`src/rtl/tune_pkg.sv`:
```
// Shared definitions for the note player: tune field layout, octave-1 base periods
// (in 50 MHz clocks) and the player FSM state encoding.
package tune_pkg;

    localparam int TUNE_W = 8;
    localparam int OCT_HI = 7;
    localparam int OCT_LO = 4;
    localparam int DEG_HI = 3;
    localparam int DEG_LO = 0;
    localparam int FIELD_W = 4;
    localparam int BASE_W = 20;

    localparam logic [FIELD_W-1:0] DEG_REST = 4'd0;
    localparam logic [FIELD_W-1:0] DEG_MAX  = 4'd7;
    localparam logic [FIELD_W-1:0] OCT_MIN  = 4'd1;

    typedef enum logic [1:0] {
        ST_IDLE = 2'd0,
        ST_PLAY = 2'd1,
        ST_GAP  = 2'd2
    } state_e;

    // Degrees outside do..xi return zero; callers flag them separately.
    function automatic logic [BASE_W-1:0] base_period(input logic [FIELD_W-1:0] degree);
        logic [BASE_W-1:0] p;
        case (degree)
            4'd1:    p = 20'h2EA9B;
            4'd2:    p = 20'h29902;
            4'd3:    p = 20'h25093;
            4'd4:    p = 20'h22F50;
            4'd5:    p = 20'h1F23F;
            4'd6:    p = 20'h1BBE4;
            4'd7:    p = 20'h18B73;
            default: p = '0;
        endcase
        return p;
    endfunction

endpackage

```
`src/rtl/tune_period_lut.sv`:
```
// Combinational decode of a tune code into a tone period in clocks, plus an
// illegal-code flag. Rests and illegal codes both yield period 0.
module tune_period_lut
    import tune_pkg::*;
#(
    parameter int PERIOD_W = 20,
    parameter int OCT_MAX  = 3
) (
    input  logic [TUNE_W-1:0]   note_tune_i,
    output logic [PERIOD_W-1:0] period_o,
    output logic                illegal_o
);

    localparam logic [FIELD_W-1:0] OCT_TOP = FIELD_W'(OCT_MAX);

    logic [FIELD_W-1:0] octave;
    logic [FIELD_W-1:0] degree;
    logic [BASE_W-1:0]  shifted;

    always_comb begin
        octave    = note_tune_i[OCT_HI:OCT_LO];
        degree    = note_tune_i[DEG_HI:DEG_LO];
        shifted   = base_period(degree) >> (octave - OCT_MIN);
        period_o  = '0;
        illegal_o = 1'b0;
        // Degree 0 is a plain rest regardless of the octave field.
        if (degree != DEG_REST) begin
            if (octave < OCT_MIN || octave > OCT_TOP || degree > DEG_MAX) begin
                illegal_o = 1'b1;
            end else begin
                period_o = PERIOD_W'(shifted);
            end
        end
    end

endmodule

```
`src/rtl/note_player.sv`:
```
// Buzzer note player: accepts one tune/duration request at a time, plays a square
// wave for the requested number of beats, then holds a silent gap before the next.
module note_player
    import tune_pkg::*;
#(
    parameter int PERIOD_W    = 20,
    parameter int DUR_W       = 8,
    parameter int BEAT_CYCLES = 2500000,
    parameter int GAP_CYCLES  = 250000,
    parameter int OCT_MAX     = 3
) (
    input  logic              clk,
    input  logic              rst_n,
    input  logic              note_valid,
    output logic              note_ready,
    input  logic [7:0]        note_tune,
    input  logic [DUR_W-1:0]  note_dur,
    input  logic              stop,
    output logic              pwm_out,
    output logic              busy,
    output logic              note_done,
    output logic              code_err
);

    localparam int BEAT_W = (BEAT_CYCLES > 1) ? $clog2(BEAT_CYCLES) : 1;
    localparam int GAP_W  = (GAP_CYCLES > 1) ? $clog2(GAP_CYCLES) : 1;
    localparam logic [BEAT_W-1:0] BEAT_LAST = BEAT_W'(BEAT_CYCLES - 1);
    localparam logic [GAP_W-1:0]  GAP_LAST  = GAP_W'((GAP_CYCLES > 0) ? GAP_CYCLES - 1 : 0);

    state_e              state_q, state_d;
    logic [PERIOD_W-1:0] period_q, period_d;
    logic [PERIOD_W-1:0] tone_q, tone_d;
    logic [DUR_W-1:0]    beats_left_q, beats_left_d;
    logic [BEAT_W-1:0]   beat_cnt_q, beat_cnt_d;
    logic [GAP_W-1:0]    gap_q, gap_d;
    logic                pwm_q, pwm_d;
    logic                done_q, done_d;
    logic                err_q, err_d;
    logic                ready_q;

    logic [PERIOD_W-1:0] lut_period;
    logic                lut_illegal;
    logic                accept;

    tune_period_lut #(
        .PERIOD_W (PERIOD_W),
        .OCT_MAX  (OCT_MAX)
    ) u_lut (
        .note_tune_i (note_tune),
        .period_o    (lut_period),
        .illegal_o   (lut_illegal)
    );

    assign note_ready = ready_q && (state_q == ST_IDLE);
    assign busy       = (state_q != ST_IDLE);
    assign accept     = note_valid && note_ready;
    assign pwm_out    = pwm_q;
    assign note_done  = done_q;
    assign code_err   = err_q;

    always_comb begin
        state_d      = state_q;
        period_d     = period_q;
        tone_d       = tone_q;
        beats_left_d = beats_left_q;
        beat_cnt_d   = beat_cnt_q;
        gap_d        = gap_q;
        done_d       = 1'b0;
        err_d        = 1'b0;

        // Stop overrides everything, including a same-cycle acceptance.
        if (stop) begin
            state_d      = ST_IDLE;
            period_d     = '0;
            tone_d       = '0;
            beats_left_d = '0;
            beat_cnt_d   = '0;
            gap_d        = '0;
        end else begin
            case (state_q)
                ST_IDLE: begin
                    if (accept) begin
                        period_d     = lut_period;
                        tone_d       = '0;
                        beats_left_d = note_dur;
                        beat_cnt_d   = '0;
                        gap_d        = '0;
                        err_d        = lut_illegal;
                        state_d      = (note_dur == '0) ? ST_GAP : ST_PLAY;
                    end
                end
                ST_PLAY: begin
                    if (period_q > PERIOD_W'(1) && tone_q != period_q - PERIOD_W'(1)) begin
                        tone_d = tone_q + PERIOD_W'(1);
                    end else begin
                        tone_d = '0;
                    end
                    if (beat_cnt_q == BEAT_LAST) begin
                        beat_cnt_d   = '0;
                        beats_left_d = beats_left_q - DUR_W'(1);
                        if (beats_left_q == DUR_W'(1)) begin
                            state_d = ST_GAP;
                            tone_d  = '0;
                            gap_d   = '0;
                        end
                    end else begin
                        beat_cnt_d = beat_cnt_q + BEAT_W'(1);
                    end
                end
                ST_GAP: begin
                    if (gap_q == GAP_LAST) begin
                        state_d = ST_IDLE;
                        gap_d   = '0;
                        done_d  = 1'b1;
                    end else begin
                        gap_d = gap_q + GAP_W'(1);
                    end
                end
                default: begin
                    state_d = ST_IDLE;
                end
            endcase
        end

        // Output is registered, so it is computed from the values the counters take next.
        pwm_d = (state_d == ST_PLAY) && (tone_d < (period_d >> 1));
    end

    always_ff @(posedge clk or negedge rst_n) begin
        if (!rst_n) begin
            state_q      <= ST_IDLE;
            period_q     <= '0;
            tone_q       <= '0;
            beats_left_q <= '0;
            beat_cnt_q   <= '0;
            gap_q        <= '0;
            pwm_q        <= 1'b0;
            done_q       <= 1'b0;
            err_q        <= 1'b0;
            ready_q      <= 1'b0;
        end else begin
            state_q      <= state_d;
            period_q     <= period_d;
            tone_q       <= tone_d;
            beats_left_q <= beats_left_d;
            beat_cnt_q   <= beat_cnt_d;
            gap_q        <= gap_d;
            pwm_q        <= pwm_d;
            done_q       <= done_d;
            err_q        <= err_d;
            ready_q      <= 1'b1;
        end
    end

endmodule
```
`config.mk`:
```
export PLATFORM = sky130hd
export DESIGN_NAME = note_player
export DESIGN_NICKNAME = d
export VERILOG_FILES = /design/src/rtl/tune_pkg.sv /design/src/rtl/tune_period_lut.sv /design/src/rtl/note_player.sv
export SDC_FILE = /design/constraint.sdc
export NUM_CORES = 1
export LEC_CHECK = 0
export CAP_MARGIN = 20
export CELL_PAD_IN_SITES_DETAIL_PLACEMENT = 1
export CELL_PAD_IN_SITES_GLOBAL_PLACEMENT = 1
export CORE_MARGIN = 8
export CORE_UTILIZATION = 43
export DETAILED_ROUTE_END_ITERATION = 16
export GPL_TIMING_DRIVEN = 0
export PLACE_DENSITY_LB_ADDON = 0.1
export REMOVE_ABC_BUFFERS = 1
export SLEW_MARGIN = 15
export SYNTH_ARGS = -nofsm -noshare
export SYNTH_HDL_FRONTEND = slang
export SYNTH_SLANG_ARGS = --single-unit
```
`constraint.sdc`:
```
create_clock -name clk -period 4.25 [get_ports clk]
set_input_delay 1.0625 -clock clk [delete_from_list [all_inputs] [get_ports clk]]
set_output_delay 1.0625 -clock clk [all_outputs]
set_load 0.005 [all_outputs]
```
# After elaboration in Yosys (flattened, before gate mapping)
# Cells that the tools add are included.
word_totals:
  mem_bits_ro: 0
  mem_bits_rw: 0
  out_inout_bits: 5
  latch_bits: 0
  register_bits: 94
  mem_count: 0
op_classes:
  n_bitwise: 0
  n_mux: 41
  multipliers: 0
  magnitude_cmp: 5
  n_shift: 1
  addsub: 6
  reduce_logical: 18
  n_eq_ne: 17
  div_mod_pow: 0
op_table:
  columns: ["operator", "count"]
  rows:
  - ["$mux W20", 10]
  - ["$pmux W18 S7", 1]
  - ["$mux W18", 5]
  - ["$mux W22", 3]
  - ["$pmux W18 S3", 1]
  - ["$pmux W22 S2", 1]
  - ["$pmux W20 S2", 1]
  - ["$mux W8", 3]
  - ["$add A22 B1 Y22 const B", 1]
  - ["$eq A22 B22 Y1 const B", 1]
  - ["$add A20 B1 Y20 const B", 1]
  - ["$gt A20 B1 Y1 const B", 1]
  - ["$lt A20 B19 Y1", 1]
  - ["$ne A20 B20 Y1", 1]
  - ["$shr A18 B4 Y20", 1]
  - ["$sub A20 B1 Y20 const B", 1]
  - ["$add A18 B1 Y18 const B", 1]
  - ["$eq A18 B18 Y1 const B", 1]
  - ["$eq A4 B3 Y1 const B", 4]
  - ["$pmux W8 S2", 1]
  - ["$mux W2", 6]
  - ["$ne A3 B3 Y1 const B", 3]
  - ["$eq A4 B2 Y1 const B", 2]
  - ["$eq A8 B1 Y1 const B", 1]
  - ["other kinds (20)", 36]

# Longest topological paths before layout
depth:
  word_depth: 10
  mapped_depth: 24

# Modules after synthesis
# Synthesis repeated with hierarchy kept, for this count alone.
hier_totals:
  hier_cells: 939
  area_unflattened_um2: 7721.2
modules_own_cells:
  columns: ["mod", "seq_area_each_um2", "cells_each", "n_inst", "area_each_um2"]
  rows:
  - ["note_player", 2352.3, 730, 1, 6302.3]
  - ["tune_period_lut", 0.0, 209, 1, 1418.9]

# Worst setup path before layout
# Ideal clock, no wire load.
synth_timing:
  path_type: "input-to-reg"
  startpoint: "in note_tune[4]"
  endpoint: "reg pwm_q (netlist: pwm_out)"
  slack_ps: -834
  setup_ps: 160
  arrival_time_ps: 4924
  n_path_buf: 4
  required_time_ps: 4090
  cell_stages: 16
  cell_sequence: "clkbuf_1 -> inv_1 -> clkbuf_1 -> ha_1 -> clkbuf_1 -> clkbuf_1 -> nand2b_1 -> o21ai_0 -> a2111oi_0 -> a22oi_1 -> ha_1 -> nand4_1 -> or3_1 -> or4_1 -> a31oi_1 -> a2111oi_2"
synth_between:
  elab_chain_len: 10
  word_cells_on_any_way: 13
  cone_classes: "1 x add/sub; 3 x order compare; 1 x shift; 5 x mux; 3 x reduce/logical"
synth_lines:
  columns: ["item", "line", "source"]
  rows:
  - ["start, declared", "note_player.sv:16", "input logic [7:0] note_tune,"]
  - ["branches (longest 3 deep; another with $sub A4 B1 Y4)", null, null]
  - ["$mux W20 *", "tune_period_lut.sv:28", "if (octave < OCT_MIN || octave > OCT_TOP || degree > DEG_MAX) begin"]
  - ["$mux W20 *", "tune_period_lut.sv:27", "if (degree != DEG_REST) begin"]
  - ["$mux W20 *", "note_player.sv:82", "if (accept) begin"]
  - ["$mux W20 *", "note_player.sv:80", "case (state_q)"]
  - ["$mux W20 *", "note_player.sv:72", "if (stop) begin"]
  - ["$lt A20 B19 Y1 *", "note_player.sv:126", "pwm_d = (state_d == ST_PLAY) && (tone_d < (period_d >> 1));"]
  - ["$logic_and A1 B1 Y1 *", "note_player.sv:126", null]
  - ["named net pwm_d", "note_player.sv:36", "logic pwm_q, pwm_d;"]
  - ["end signal, assigned", "note_player.sv:148", "pwm_q <= pwm_d;"]
  - ["end, declared", "note_player.sv:36", null]
# Mark *: on every way through the listed nets, which the timed path passes. The select of a mux whose other input is x is not followed.
# A chain may end at the register's enable or synchronous reset.

# Final worst setup path
layout_timing:
  startpoint: "reg period_q[15]"
  endpoint: "reg pwm_q (netlist: pwm_out)"
layout_between:
  elab_chain_len: 10
  word_cells_on_any_way: 14
  cone_classes: "1 x add/sub; 2 x order compare; 1 x eq/ne; 8 x mux; 2 x reduce/logical"
layout_lines:
  columns: ["item", "line", "source"]
  rows:
  - ["start, declared", "note_player.sv:31", "logic [PERIOD_W-1:0] period_q, period_d;"]
  - ["start signal, assigned", "note_player.sv:143", "period_q <= period_d;"]
  - ["$sub A20 B1 Y20", "note_player.sv:93", "if (period_q > PERIOD_W'(1) && tone_q != period_q - PERIOD_W'(1)) begin"]
  - ["$ne A20 B20 Y1", "note_player.sv:93", null]
  - ["$logic_and A1 B1 Y1 *", "note_player.sv:93", null]
  - ["$mux W20 *", "note_player.sv:93", null]
  - ["$mux W20", "note_player.sv:101", "if (beats_left_q == DUR_W'(1)) begin"]
  - ["$mux W20 *", "note_player.sv:98", "if (beat_cnt_q == BEAT_LAST) begin"]
  - ["$pmux W20 S2 *", "note_player.sv:80", null]
  - ["$mux W20 *", "note_player.sv:72", null]
  - ["named net tone_d[12]", "note_player.sv:32", "logic [PERIOD_W-1:0] tone_q, tone_d;"]
  - ["$lt A20 B19 Y1 *", "note_player.sv:126", null]
  - ["$logic_and A1 B1 Y1 *", "note_player.sv:126", null]
  - ["named net pwm_d", "note_player.sv:36", null]
# Mark *: on every way through the listed nets, which the timed path passes. The rest lies on a longest branch. The select of a mux whose other input is x is not followed.

==> parameters.txt <==
Parameter                              Value

Global route
  Wire length of the first global-routing pass    39.43 mm
  Most utilized layer in the global route result    met2
  Number of antenna violations at the first check in global routing    0
  Total track usage    22.28%
  GRT overflow    0
  Global-route track usage on met2    38.52%
  Fraction of met3 tracks used by global routing    3.430%
  Via count of the first global-routing pass    7,488
  Pin count of the biggest net entering global routing    49
  Met1 usage in global routing    28.13%

Cells and area
  # diodes    0
  Ratio of cells with drive above 1 in the final layout    16.12%
  Relative area change from synthesis to final layout    19.61%
  Design Area, Final    0.008725 mm²
  Post-layout nets    982

Route
  Drt pass-1 iters    6
  Vias post-DR    7,117
  Iteration-0 DRC count of the detailed router    361
  Number of remaining DRC errors    0
  Average vias per placed instance    6.151
  DR WL/cell    20.71 µm
  Routed Wire Length    23.96 mm
  Antenna Nets Post-Route    0

Synth
  Total of flip-flops plus latches after synthesis    94
  Sequential share of the synthesized area    32.25%
  Top post-synthesis cells by area    dfrtp_1 (32%), ha_1 (5.1%), o21ai_0 (5.0%)
  EDFF count, synth    0
  Simple logic cell fraction of the synthesized area    26.14%
  Area share of the leading cell type in the synthesized netlist    32.25%
  Xor-xnor portion of the synthesized cell area    6.364%
  Fraction of the mapped netlist area in compound gates    23.33%
  Count of unique library cells instantiated by Yosys    75
  Main combinational cell family by area after synthesis    simple AND/OR/NAND/NOR gates
  Total number of yosys warnings    0
  Proportion of synthesized flip-flops having asynchronous set or reset    100.0%
  Post-synth top area cell    dfrtp_1
  Synthesized area divided by synthesized cell count    8.060 µm²
  Adder-cell share of the synthesized area    5.146%
  Commonest register cell after synthesis    dfrtp_1
  Number of instances in the synthesized netlist    905
  Post-synthesis instance area    0.007294 mm²
  Post-synthesis mux area share    2.127%

CTS
  Clock Root Buffer    clkbuf_16
  Hold-fix buffer count after cts    0
  Post-CTS clock slew at the launch and capture registers of the worst setup and hold paths    0.07 ns
  Clock sinks    94
  Number of buffers created by CTS    9
  Clk_lat worst skew    0.36 ns
  TritonCTS clock tree    yes
  H-tree levels    3
  Worst-case clock buffer depth    2

Timing
  Setup repair after global routing missed its margin    yes
  Clock skew    0.01310 ns
  Slew @ Worst Pin    0.9268 ns
  Rel. slew slack    38.15%
  Slew Limit Fails    0
  Final worst slack    -0.2628 ns
  Crit path time final    4.513 ns
  Fmax    221.6 MHz
  Fraction of the cycle the final worst path needs    106.2%
  Hold Slack    0.5111 ns
  Final setup fails    1
  Number of endpoints with negative hold slack in the final report    0

Flow run
  # Max-Cap Violations    0

Die
  Placeable core area    0.01658 mm²
  Floorplan die area    0.02139 mm²
  I/O pin count    25
  Standard-cell row count    47
  Die height    146.2 µm
  Die W    146.2 µm
  Initial Utilization    43.99%

Setup path
  R2R setup slack    -0.26 ns
  Origin of the critical flop-to-flop path    period_q[15]
  Critical Path Fanout Max    22
  CP Class    reg -> reg
  Capturing element type of the critical path    register
  Launching instance or port of the critical path    period_q[15]
  Data arrival, critical path    4.73 ns
  Setup crit start kind    register
  Data required time at the worst endpoint    4.47 ns

Power
  Static power due to leakage    3.621 nW
  Peak supply drop    0.0001983 V
  Total chip power    2.235 mW
  Areal power density over the cells    256.2 mW/mm²

Placement
  Number of port buffers    24
  Total placed instance area    0.007680 mm²
  Detail Placement HPWL    16.47 mm
  Gp weighted congestion    0.8527

Worst hold path
  Worst hold-check path type    reg -> reg
  Worst Hold Launch    gap_q[1]

Outcome
  Violated checks    setup timing
  Run status    complete, but fails checks
worst paths after layout:
kind	endpoint	cells after the start
max	pwm_out	15
min	gap_q[1]	2
max reg2reg	pwm_out	15
min reg2reg	gap_q[1]	2
max in group asynchronous	period_q[4]	2
min in group asynchronous	tone_q[18]	1
layout make-up:
| cell class | instances | area (µm²) |
|---|---|---|
| inverter | 33 | 127.6 |
| fill | 1979 | 7859 |
| tap | 220 | 275.3 |
| multi-input combinational | 724 | 5005 |
| clock buffer | 11 | 242.7 |
| sequential | 94 | 2364 |
| timing repair buffer | 70 | 643.1 |
| clock inverter | 5 | 67.56 |
through the flow:
step	util, %	setup slack [ns]	instances	TNS (ns)
2_1_floorplan	-	-0.8178	851	-0.8178
3_3_place_gp	45.82	-3.575	1095	-201.33
3_5_place_dp	46.31	-3.651	1099	-28.47
4_1_cts	51.90	-0.2112	1153	-0.2112
5_1_grt	52.61	-0.3719	1157	-0.3719
6_report	52.61	-0.2628	1157	-0.2628
sequential cells by signal (all words and copies together) (netlist names):
register / cells
ready_q: 1
gap_q: 18
period_q: 20
pwm_out: 1
note_done: 1
beat_cnt_q: 22
state_q: 2
code_err: 1
tone_q: 20
beats_left_q: 8
where the power goes:
| part | switching [mW] | leakage (nW) | internal [mW] |
|---|---|---|---|
| sequential | 0.0170 | 1.29 | 0.908 |
| combinational | 0.273 | 2.18 | 0.172 |
| clock | 0.385 | 0.152 | 0.481 |
| total | 0.675 | 3.62 | 1.56 |
cells in the final DEF, fill, tap and decap left out, types with 5 or more instances in the layout:
cell type and count:
a211oi_2 5, xor2_1 18, a21o_1 10, a32o_1 6, buf_4 40, dfrtp_1 85, nor2b_1 15, nand4_1 14
o21a_1 7, and3_1 15, a21oi_1 59, nand3b_1 5, xnor2_1 30, inv_1 31, nand3_1 24, nor4_4 5
clkbuf_16 9, and2_1 6, o31ai_1 7, o21ai_1 7, mux2i_1 9, a22o_1 9, nor4_1 12, o21ai_0 68
nand2b_1 19, nand2_1 93, a22oi_1 16, dfrtp_2 9, clkdlybuf4s50_1 15, ha_1 26, or2_2 6, a31oi_1 15
or3_1 11, nor2_1 79, nor3_1 17
what timing repair did:
item,CTS,global route
setup endpoints to repair,19,1
cloned,0,0
endpoints found under the hold margin,0,0
gates resized for setup,101,16
pin swaps,20,9
buffers inserted,38,4
per-layer routing:
metal  vias up  routed length [µm]
met5         -                   0
met4         0                 615
met3        42                 774
met2       131               12010
met1      3584               10560
li1       3360                   -
critical path, cell delays in order (launching register included):
cell and delay [ns]:
dfrtp_2 0.45, xnor2_2 0.17, or4b_4 0.52, a2111o_1 0.46, a211oi_2 0.25, and4_4 0.28
a21oi_4 0.08, buf_12 0.16, and3_4 0.17, a221o_1 0.29, ha_2 0.33, nand4_1 0.12
or3_4 0.38, or4_4 0.47, a31oi_4 0.18, a2111oi_4 0.06
synth_stat cells (7+ instances only):
cell,instances
mux2i_1,11
buf_2,7
and3_1,16
or3_1,13
a21oi_1,62
o21a_1,7
nand2b_1,21
nor4_1,16
a22oi_1,16
nand2_1,93
a211oi_1,7
a22o_1,9
o31ai_1,7
a31oi_1,16
a21o_1,10
nand4_1,14
nand3_1,25
xor2_1,20
inv_1,33
o21ai_0,73
xnor2_1,33
nor2b_1,17
clkbuf_1,41
nor2_1,83
nor3_1,20
dfrtp_1,94
ha_1,30
cells by family after synthesis:
kind of cell	count (synthesis)
buffers and inverters	87
and+or+nand+nor	364
AOI/OAI and AO/OA	261
muxes	15
DFF	94
adders and majority gates	30
xor gates and xnor gates	53
other	1
Note: power is estimated with default switching activity, not from simulation.
